<file path="config.mk">
export PLATFORM = sky130hd
export DESIGN_NAME = physic_block_control_param
export DESIGN_NICKNAME = d
export VERILOG_FILES = /design/src/rtl/physic_block_control_param_pkg.sv /design/src/rtl/physic_timeout_counter.sv /design/src/rtl/physic_block_control_param.sv
export SDC_FILE = /design/constraint.sdc
export NUM_CORES = 1
export LEC_CHECK = 0
export ABC_AREA = 1
export CAP_MARGIN = 30
export CORE_ASPECT_RATIO = 0.7
export CORE_MARGIN = 1
export CORE_UTILIZATION = 40
export CTS_BUF_LIST = sky130_fd_sc_hd__clkbuf_8
export DETAILED_ROUTE_END_ITERATION = 7
export PLACE_DENSITY_LB_ADDON = 0.08
export SYNTH_ARGS = -nofsm -noshare
export SYNTH_HDL_FRONTEND = slang
export SYNTH_SLANG_ARGS = --single-unit
</file>
<file path="constraint.sdc">
create_clock -name iClock_SD -period 1.85 [get_ports iClock_SD]
set_input_delay 0.185 -clock iClock_SD [delete_from_list [all_inputs] [get_ports iClock_SD]]
set_output_delay 0.185 -clock iClock_SD [all_outputs]
set_load 0.05 [all_outputs]
</file>
<file path="src/rtl/physic_block_control_param_pkg.sv">
// -----------------------------------------------------------------------------
// physic_block_control_param_pkg
//
// Shared definitions for the SD physical-layer command controller and the
// PTS/STP wrappers that sit next to it:
//   - default response width, response timeout and retry budget
//   - FSM state encoding of the command controller
//   - width helpers for the retry and timeout counters
// -----------------------------------------------------------------------------
package physic_block_control_param_pkg;

  // Defaults shared with the PTS/STP wrappers.
  localparam int DEFAULT_RESP_WIDTH     = 38;
  localparam int DEFAULT_TIMEOUT_CYCLES = 64;
  localparam int DEFAULT_MAX_RETRIES    = 2;

  // Command controller states.
  typedef enum logic [2:0] {
    ST_IDLE      = 3'd0,
    ST_LOAD      = 3'd1,
    ST_SEND      = 3'd2,
    ST_WAIT_RESP = 3'd3,
    ST_RETRY     = 3'd4,
    ST_DONE      = 3'd5
  } physicState_t;

  // Retry counter width. With retries disabled the counter still needs one
  // bit so that the port never collapses to zero width.
  function automatic int retryCountWidth(input int maxRetries);
    return (maxRetries > 0) ? $clog2(maxRetries + 1) : 1;
  endfunction

  // Timeout counter width. TIMEOUT_CYCLES is at least 2, so this is >= 1;
  // the guard only protects against a misconfigured instance.
  function automatic int timeoutCountWidth(input int timeoutCycles);
    return (timeoutCycles > 1) ? $clog2(timeoutCycles) : 1;
  endfunction

endpackage

</file>
<file path="src/rtl/physic_timeout_counter.sv">
// -----------------------------------------------------------------------------
// physic_timeout_counter
//
// Response timeout counter for the command controller. Counts enabled cycles
// from zero and saturates at TIMEOUT_CYCLES-1, where it raises its terminal
// flag. It never wraps, so a stalled controller keeps seeing the terminal
// flag instead of a fresh count.
//
// Ports:
//   iClock_SD  in   SD clock, rising-edge
//   iReset     in   asynchronous active-high reset (count -> 0)
//   iClear     in   synchronous clear (count -> 0), wins over iEnable
//   iEnable    in   advance count by one this cycle
//   oTerminal  out  count has reached TIMEOUT_CYCLES-1
// -----------------------------------------------------------------------------
module physic_timeout_counter
  import physic_block_control_param_pkg::*;
#(
  parameter int TIMEOUT_CYCLES = DEFAULT_TIMEOUT_CYCLES
) (
  input  logic iClock_SD,
  input  logic iReset,
  input  logic iClear,
  input  logic iEnable,
  output logic oTerminal
);

  localparam int CNT_W = timeoutCountWidth(TIMEOUT_CYCLES);
  localparam logic [CNT_W-1:0] TERMINAL_VALUE = CNT_W'(TIMEOUT_CYCLES - 1);

  logic [CNT_W-1:0] countReg;

  always_ff @(posedge iClock_SD or posedge iReset) begin
    if (iReset) begin
      countReg <= '0;
    end else if (iClear) begin
      countReg <= '0;
    end else if (iEnable && (countReg != TERMINAL_VALUE)) begin
      countReg <= countReg + 1'b1;
    end
  end

  assign oTerminal = (countReg == TERMINAL_VALUE);

endmodule

</file>
<file path="src/rtl/physic_block_control_param.sv">
// -----------------------------------------------------------------------------
// physic_block_control_param
//
// SD physical-layer command controller. For each upstream strobe it loads the
// command into the PTS wrapper, lets it shift out, then waits for the STP
// wrapper to deliver the response. A missing start bit or a response timeout
// counts as a failed attempt; failed attempts are retried (with a one-cycle
// wrapper reset) up to MAX_RETRIES times before the command is reported as
// timed out. Commands flagged as having no response finish right after the
// transmission.
//
// Parameters:
//   RESP_WIDTH      response payload width
//   TIMEOUT_CYCLES  WAIT_RESP cycles per attempt (>= 2)
//   MAX_RETRIES     extra attempts after the first failure (0 = no retry)
//
// Ports:
//   iClock_SD               in   SD clock
//   iReset                  in   asynchronous active-high reset
//   iStrobe_in              in   upstream request (4-phase with oAck_out)
//   iNo_resp_expected       in   command has no response (sampled with strobe)
//   iTransmission_complete  in   PTS wrapper finished shifting
//   iReception_complete     in   STP wrapper holds a full response
//   iNo_response            in   pad logic saw no start bit
//   iIdle_in                in   abort current transaction
//   iPad_response           in   parallel response from STP wrapper
//   oReset_wrapper          out  one-cycle wrapper reset before a retry
//   oLoad_send              out  load command into PTS wrapper
//   oPad_enable             out  host drives CMD pad
//   oEnable_PTS             out  PTS wrapper shifting
//   oEnable_STP             out  STP wrapper capturing
//   oResponse               out  last captured response
//   oCommand_timeout        out  final attempt failed
//   oRetry_count            out  retries used in current/last transaction
//   oAck_out                out  transaction finished
// -----------------------------------------------------------------------------
module physic_block_control_param
  import physic_block_control_param_pkg::*;
#(
  parameter int RESP_WIDTH     = DEFAULT_RESP_WIDTH,
  parameter int TIMEOUT_CYCLES = DEFAULT_TIMEOUT_CYCLES,
  parameter int MAX_RETRIES    = DEFAULT_MAX_RETRIES
) (
  input  logic                                   iClock_SD,
  input  logic                                   iReset,
  input  logic                                   iStrobe_in,
  input  logic                                   iNo_resp_expected,
  input  logic                                   iTransmission_complete,
  input  logic                                   iReception_complete,
  input  logic                                   iNo_response,
  input  logic                                   iIdle_in,
  input  logic [RESP_WIDTH-1:0]                  iPad_response,
  output logic                                   oReset_wrapper,
  output logic                                   oLoad_send,
  output logic                                   oPad_enable,
  output logic                                   oEnable_PTS,
  output logic                                   oEnable_STP,
  output logic [RESP_WIDTH-1:0]                  oResponse,
  output logic                                   oCommand_timeout,
  output logic [retryCountWidth(MAX_RETRIES)-1:0] oRetry_count,
  output logic                                   oAck_out
);

  physicState_t stateReg;
  logic         noRespReg;   // command of the current transaction has no response
  logic         timeoutHit;  // last WAIT_RESP cycle of this attempt
  logic         retryAvail;  // another attempt is still allowed
  logic         attemptFailed;

  // The counter is held at zero outside WAIT_RESP, so every attempt starts
  // from a clean count without an explicit clear pulse on entry.
  physic_timeout_counter #(
    .TIMEOUT_CYCLES (TIMEOUT_CYCLES)
  ) uTimeoutCounter (
    .iClock_SD (iClock_SD),
    .iReset    (iReset),
    .iClear    (stateReg != ST_WAIT_RESP),
    .iEnable   (stateReg == ST_WAIT_RESP),
    .oTerminal (timeoutHit)
  );

  assign retryAvail    = (int'(oRetry_count) < MAX_RETRIES);
  assign attemptFailed = iNo_response || timeoutHit;

  always_ff @(posedge iClock_SD or posedge iReset) begin
    if (iReset) begin
      stateReg         <= ST_IDLE;
      noRespReg        <= 1'b0;
      oResponse        <= '0;
      oCommand_timeout <= 1'b0;
      oRetry_count     <= '0;
    end else begin
      case (stateReg)
        ST_IDLE: begin
          if (iStrobe_in) begin
            stateReg         <= ST_LOAD;
            noRespReg        <= iNo_resp_expected;
            oRetry_count     <= '0;
            oCommand_timeout <= 1'b0;
          end
        end

        // Holding strobe high after the ack is not a new request: the
        // handshake must return to zero before IDLE is re-entered.
        ST_DONE: begin
          if (!iStrobe_in) begin
            stateReg <= ST_IDLE;
          end
        end

        default: begin
          // Abort beats every completion event; nothing is captured and the
          // timeout flag keeps whatever value it already had.
          if (iIdle_in) begin
            stateReg <= ST_IDLE;
          end else begin
            case (stateReg)
              ST_LOAD: begin
                stateReg <= ST_SEND;
              end

              ST_SEND: begin
                if (iTransmission_complete) begin
                  stateReg <= noRespReg ? ST_DONE : ST_WAIT_RESP;
                end
              end

              // A response arriving on the same cycle as a no-response flag
              // or the terminal timeout cycle is still accepted.
              ST_WAIT_RESP: begin
                if (iReception_complete) begin
                  oResponse <= iPad_response;
                  stateReg  <= ST_DONE;
                end else if (attemptFailed) begin
                  if (retryAvail) begin
                    oRetry_count <= oRetry_count + 1'b1;
                    stateReg     <= ST_RETRY;
                  end else begin
                    oCommand_timeout <= 1'b1;
                    stateReg         <= ST_DONE;
                  end
                end
              end

              ST_RETRY: begin
                stateReg <= ST_LOAD;
              end

              default: begin
                stateReg <= ST_IDLE;
              end
            endcase
          end
        end
      endcase
    end
  end

  // Moore decode of the strobes from the registered state.
  assign oLoad_send     = (stateReg == ST_LOAD);
  assign oPad_enable    = (stateReg == ST_LOAD) || (stateReg == ST_SEND);
  assign oEnable_PTS    = (stateReg == ST_SEND);
  assign oEnable_STP    = (stateReg == ST_WAIT_RESP);
  assign oReset_wrapper = (stateReg == ST_RETRY);
  assign oAck_out       = (stateReg == ST_DONE);

endmodule

</file>
==> flow_metrics.env <==
export IMPL_dpl_cell_area_sq_um=3420
export IMPL_routedWlPerCell_um=11.8
export IMPL_design_area_sq_um=3520
export IMPL_startpoint="oRetry_count[0]$_DFFE_PP0P_"
export IMPL_grt_use_total_pct=18.5
export IMPL_cts_buffers=5
export IMPL_synth_adder_area_share_pct=0.532
export IMPL_seq_area_frac_synth_pct=54.2
export IMPL_area_delta_synth_final_pct=49.6
export IMPL_rr_startpoint="stateReg[0]$_DFFE_PP0P_"
export IMPL_overflow=0
export IMPL_synth_area_sq_um=2350
export IMPL_synth_top_cell_area_share_pct=54.2
export IMPL_synth_compound_area_share_pct=11.2
export IMPL_tritoncts="yes"
export IMPL_cp_start_kind="flip-flop"
export IMPL_slowest_delay_ns=0.83
export IMPL_finalHoldViolations=0
export IMPL_cp_data_arrival_time_ns=1.54
export IMPL_die_w_um=93.7
export IMPL_syn_inst=289
export IMPL_endpoint_kind="output port"
export IMPL_synth_mux_area_share_pct=0.851
export IMPL_p_sw_share_pct=49.5
export IMPL_worstPathCellList="clkdlybuf4s50_1"
export IMPL_die_y_um=66.2
export IMPL_p_clk_share_pct=10.7
export IMPL_p_switching_mw=3.21
export IMPL_clock_sinks=51
export IMPL_setup_tns_ns=0
export IMPL_synthTopCellsByArea="dfrtp_1 (54%), nand2_1 (12%), inv_1 (9.6%)"
export IMPL_cts_root_buf="clkbuf_8"
export IMPL_portBuffers=92
export IMPL_yosysUniqueCellTypes=20
export IMPL_crit_type="reg -> out"
export IMPL_slowest_stage="clkdlybuf4s50_1"
export IMPL_slew_violations=0
export IMPL_nFillCells=478
export IMPL_cts_resized=0
export IMPL_grt_max_degree=52
export IMPL_clockBufferDepth=2
export IMPL_hold_buffers=0
export IMPL_clk_pin_slew_ns=0.09
export IMPL_power_frac_seq_pct=28.8
export IMPL_path_buf_inv=1
export IMPL_synth_simple_area_share_pct=19.9
export IMPL_power_mw=6.48
export IMPL_final_setup_viol_count=0
export IMPL_nets=433
export IMPL_p_leak_nw=1.72
export IMPL_routed_wl_um=5410
export IMPL_outcome="completed"
export IMPL_drv_cap=0
export IMPL_rsz0062_at_grt="no"
export IMPL_crit_required_ns=1.66
export IMPL_vdd_drop_max_v=0.00118
export IMPL_fin_crit_sh_pct=93.4
export IMPL_grt_pass1_vias=1967
export IMPL_avgSynthCellArea_sq_um=8.14
export IMPL_grt_pass1_wl_um=8850
export IMPL_cp_top_family="buffers and inverters"
export IMPL_pwr_share_comb_pct=60.5
export IMPL_first_pass_iters=4
export IMPL_num_vias=2095
export IMPL_slew_headroom_pct=64.9
export IMPL_synth_nets=336
export IMPL_postCtsSetupRepairBufs=0
export IMPL_ys_ff_latch=51
export IMPL_finClkSkew_ns=0.00684
export IMPL_start_util_pct=43.2
export IMPL_period_minus_slack_ns=1.73
export IMPL_intPower_mw=3.27
export IMPL_drtIter0Drc=104
export IMPL_synth_top_family_by_area="simple AND/OR/NAND/NOR gates"
export IMPL_drtAntennaViolNets=0
export IMPL_clock_latency_ns=0.29
export IMPL_clock_fmax_ghz=0.579
export IMPL_num_rows=22
export IMPL_place_gp_congestion=0.910
export IMPL_dieArea_sq_um=6200
export IMPL_drcViolationCount=0
export IMPL_hold_class="in -> async"
export IMPL_layout_drive_gt1_share_pct=6.98
export IMPL_tightest_slew_ns=0.524
export IMPL_power_density_nw_per_um2=1840
export IMPL_antenna_found_initial=0
export IMPL_dp_hpwl_um=3950
export IMPL_viasPerCell=4.56
export IMPL_yosys_warnings=0
export IMPL_ios=93
export IMPL_cp_max_fo=4
export IMPL_core_area_sq_um=5450
export IMPL_h_tree_depth=2
export IMPL_synth_xor_area_share_pct=0.372
export IMPL_antennaDiodeCount=0
export IMPL_synth_top_area_cell="dfrtp_1"
## state kept, by name (all words and copies together) (netlist names)
register                  cells
oResponse                    38
uTimeoutCounter.countReg      6
stateReg                      3
oRetry_count                  2
noRespReg                     1
oCommand_timeout              1
## synth_stat cells
master and count:
nor2_1 14, nor2_4 1, nand3_1 15, inv_1 60
a31oi_1 2, o21ai_0 15, nand4_1 4, ha_1 1
buf_2 4, a21oi_1 3, o21ai_1 32, mux2i_1 2
inv_2 2, buf_4 1, xor2_1 1, buf_6 4
nor3_4 1, nand2_2 1, dfrtp_1 51, nand2_1 75
## power groups by stage
stage	Clock (mW)	Sequential, mW	Combinational (mW)
4_1_cts	0.725	1.87	3.94
2_1_floorplan	0	3.23	1.13
6_report	0.694	1.87	3.92
5_1_grt	0.768	1.92	4.18
3_5_place_dp	0	1.89	3.92
3_3_place_gp	0	1.87	3.90
## path summary, 6_finish.rpt
| path | cells past startpoint | endpoint | slack [ns] |
|---|---|---|---|
| hold reg to reg | 2 | oCommand_timeout$_DFFE_PP0P_ | 0.50 |
| setup reg to reg | 7 | oResponse[3]$_DFFE_PP0P_ | 0.22 |
| min in group iClock_SD | 3 | oResponse[10]$_DFFE_PP0P_ | 0.43 |
| hold / removal | 3 | oResponse[19]$_DFFE_PP0P_ | 0.26 |
| max in group asynchronous | 3 | oResponse[31]$_DFFE_PP0P_ | 1.35 |
| setup / recovery | 1 | oRetry_count[0] | 0.12 |
## per-layer routing
metal	wire, um	global-route usage [%]
met4	24	4.42
met5	0	0
met1	2760	26.4
met3	396	4.37
met2	2230	28.3
## metrics by stage
step / hold WS [ns] / cells / worst slack [ns] / util (%)
global placement: 0.475 / 451 / 0.200 / 62.7
CTS: 0.263 / 459 / 0.0985 / 64.6
global route: 0.280 / 459 / 0.0285 / 64.6
finish: 0.260 / 459 / 0.123 / 64.6
detailed placement: 0.474 / 451 / 0.126 / 62.7
floorplan: 0.306 / 289 / 0.149 / -
## final cells by class
cell class                 instances  area [sq um]  share of cell area [%]
clock buffer                       7          96.3                    2.74
clock inverter                     1          7.51                   0.213
inverter                          62           233                    6.61
multi-input combinational        167           772                    21.9
sequential                        51          1280                    36.2
tap                               72          90.1                    2.56
timing repair buffer              99          1050                    29.7
## layout by cell type (no fill, tap or decap), drive strengths merged
cell type / n
a21oi: 3
a31oi: 2
buf: 13
clkbuf: 7
clkdlybuf4s50: 86
clkinvlp: 1
dfrtp: 51
ha: 1
inv: 62
mux2i: 2
nand2: 76
nand3: 15
nand4: 4
nor2: 15
nor3: 1
o21ai: 47
xor2: 1
## cell families (layout without fill, tap and decap cells)
| kind of cell | Yosys count | in the layout |
|---|---|---|
| compound gates | 52 | 52 |
| xor+xnor | 1 | 1 |
| fa+ha+maj | 1 | 1 |
| buf+inv | 71 | 169 |
| flops | 51 | 51 |
| mux | 2 | 2 |
| simple gates | 111 | 111 |
Power figures use the tool's default switching activity.
==> RTL change: new RTL, same settings <==
Encoding of `physicState_t`: now one-hot (6 bits for 6 states).
--- a/src/rtl/physic_block_control_param_pkg.sv
+++ b/src/rtl/physic_block_control_param_pkg.sv
@@ -17,9 +17,9 @@
   // Command controller states.
-  typedef enum logic [2:0] {
-    ST_IDLE      = 3'd0,
-    ST_LOAD      = 3'd1,
-    ST_SEND      = 3'd2,
-    ST_WAIT_RESP = 3'd3,
-    ST_RETRY     = 3'd4,
-    ST_DONE      = 3'd5
+  typedef enum logic [5:0] {
+    ST_IDLE      = 6'b000001,
+    ST_LOAD      = 6'b000010,
+    ST_SEND      = 6'b000100,
+    ST_WAIT_RESP = 6'b001000,
+    ST_RETRY     = 6'b010000,
+    ST_DONE      = 6'b100000
   } physicState_t;
Behaviour: no difference found for any inputs over 10 cycles, from zero or initial values and one cycle with iReset high; not proved beyond that.
==> RTL change against the original RTL <==
- sequential cell count is 3 higher
- worst setup slack worse by 0.047 ns
- cell area is 3.1% higher
- clock skew is 0.0021 ns lower
- worst hold slack worse by 0.038 ns
- area after synthesis is 4.9% higher
- wire length is 10% higher
- critical path type unchanged
- critical endpoint is now oRetry_count[1]
Power is not compared: it rests on default switching activity, and its combinational part moved more than twofold at a synthesized area within 25%.
==> RTL change: results (changes against the original RTL) <==
metric	value	unit	change
status	finished clean		
syn-num-nets	341		+1.5%
dr.first_iter.drc_count	82		-21%
hpwl	4250	um	+7.4%
synthTopCellsByArea	dfrtp_1 54%, nand2_1 16%, o21ai_0 8.3%		
avgRoutedWirePerCell	12.8	um	+9.0%
synth-compound-area-share	9.68	%	-1.5 points
max_slew_margin	64.7	%	-0.27 points
place.gp.congestion	0.881		-3.1%
whs	0.222	ns	-0.0379 ns
cts_resized	0		unchanged
largestRegisters	oResponse: 38 flops, stateReg: 6 flops, uTimeoutCounter.countReg: 6 flops		
synth-main-ff-cell	dfrtp_1		
grt_pass1_wl	9330	um	+5.5%
dr_total_vias	2184		+4.2%
clock_latency	0.31	ns	+0.02 ns
cts_buffer_depth	2		unchanged
critPathMaxFanout	5		+1
reg2reg_to	oRetry_count[0]$_DFFE_PP0P_		
r2r_cells	9		+2
grt_max_degree	39		-25%
nets	435		+0.46%
finalWorstSetupSlack	0.0759	ns	-0.0469 ns
cts_made_buffers	5		unchanged
endpoint	oRetry_count[1]		
p_leak	1.81	nW	
synthXorXnorAreaFrac	1.06	%	+0.69 points
synth.area.mux_share	0.456	%	-0.39 points
drive_gt1_share	9.25	%	+2.3 points
finClkSkew	0.00470	ns	-0.00214 ns
synth_common_cells	107 x nand2_1, 53 x dfrtp_1, 41 x o21ai_0, 20 x nor2_1, 19 x inv_1		
synthAdderAreaFrac	0.507	%	-0.025 points
post-cts-setup-buffers	0		unchanged
ys_warn_count	0		unchanged
n_antenna_cell	0		unchanged
r2r_start	stateReg[0]$_DFFE_PP1P_		
place_ws	0.176	ns	+0.0491 ns
arrival	1.59	ns	+0.05 ns
first_global_vias	1979		+0.61%
crit_family	buffers and inverters		
clk_pin_slew	0.10	ns	
ir_drop	0.363	mV	
synth_seq_area_share	54.8	%	+0.54 points
grtUsageTotal	19.3	%	+0.89 points
crit_start	oRetry_count[1]$_DFFE_PP0P_		
ys_types	28		+40%
critPathSlowestCell	clkdlybuf4s50_1		
drtPass1Iterations	4		unchanged
reg2reg_slack	0.12	ns	-0.10 ns
==> RTL change: changes by cell type after synthesis, sizes merged, moves of 2 or more <==
cell and delta:
o21ai -5, nor2 +12, nor3 +5, clkbuf +5, nand3 -3, mux2i -2, nand4 -2, xnor2 +2
nand2 +32, dfrtp +2, buf -2, inv -42
==> RTL change: through the flow <==
step	total power, mW	util, %	instance area, um2	std cells
after detailed placement	2.62	60.5	3530	456
after global placement	2.60	60.5	3530	456
after CTS	3.33	62.1	3630	464
after global routing	3.47	62.1	3630	464
final	3.28	62.1	3630	464
after floorplan	2.17	-	2470	294
==> RTL change: logic make-up after synthesis <==
family,count (synthesis)
compound gates,47
xor+xnor,3
fa+ha+maj,1
buf+inv,33
flops,54
mux,1
simple gates,155
==> RTL change: final cells by class <==
class	instances	area [um2]
tap	75	93.8
timing repair buffer	99	1050
fill	531	2210
clock inverter	2	12.5
inverter	21	80.1
sequential	54	1350
clock buffer	6	82.6
multi-input combinational	207	961
==> RTL change: per-layer routing <==
layer,wire length (um),share of wire [%],vias to the layer above,GRT usage (%)
met3,410,6.9,6,5.74
met5,0,0,-,0
met1,2830,48,993,27.2
li1,-,-,1118,-
met4,58,0.97,0,5.60
met2,2650,45,67,28.8
==> RTL change: power breakdown <==
group	total (mW)	switching (mW)	internal, mW	leakage (nW)
clock	0.686	0.384	0.302	0.0472
combinational	1.21	0.772	0.441	1.02
sequential	1.38	0.0891	1.29	0.743
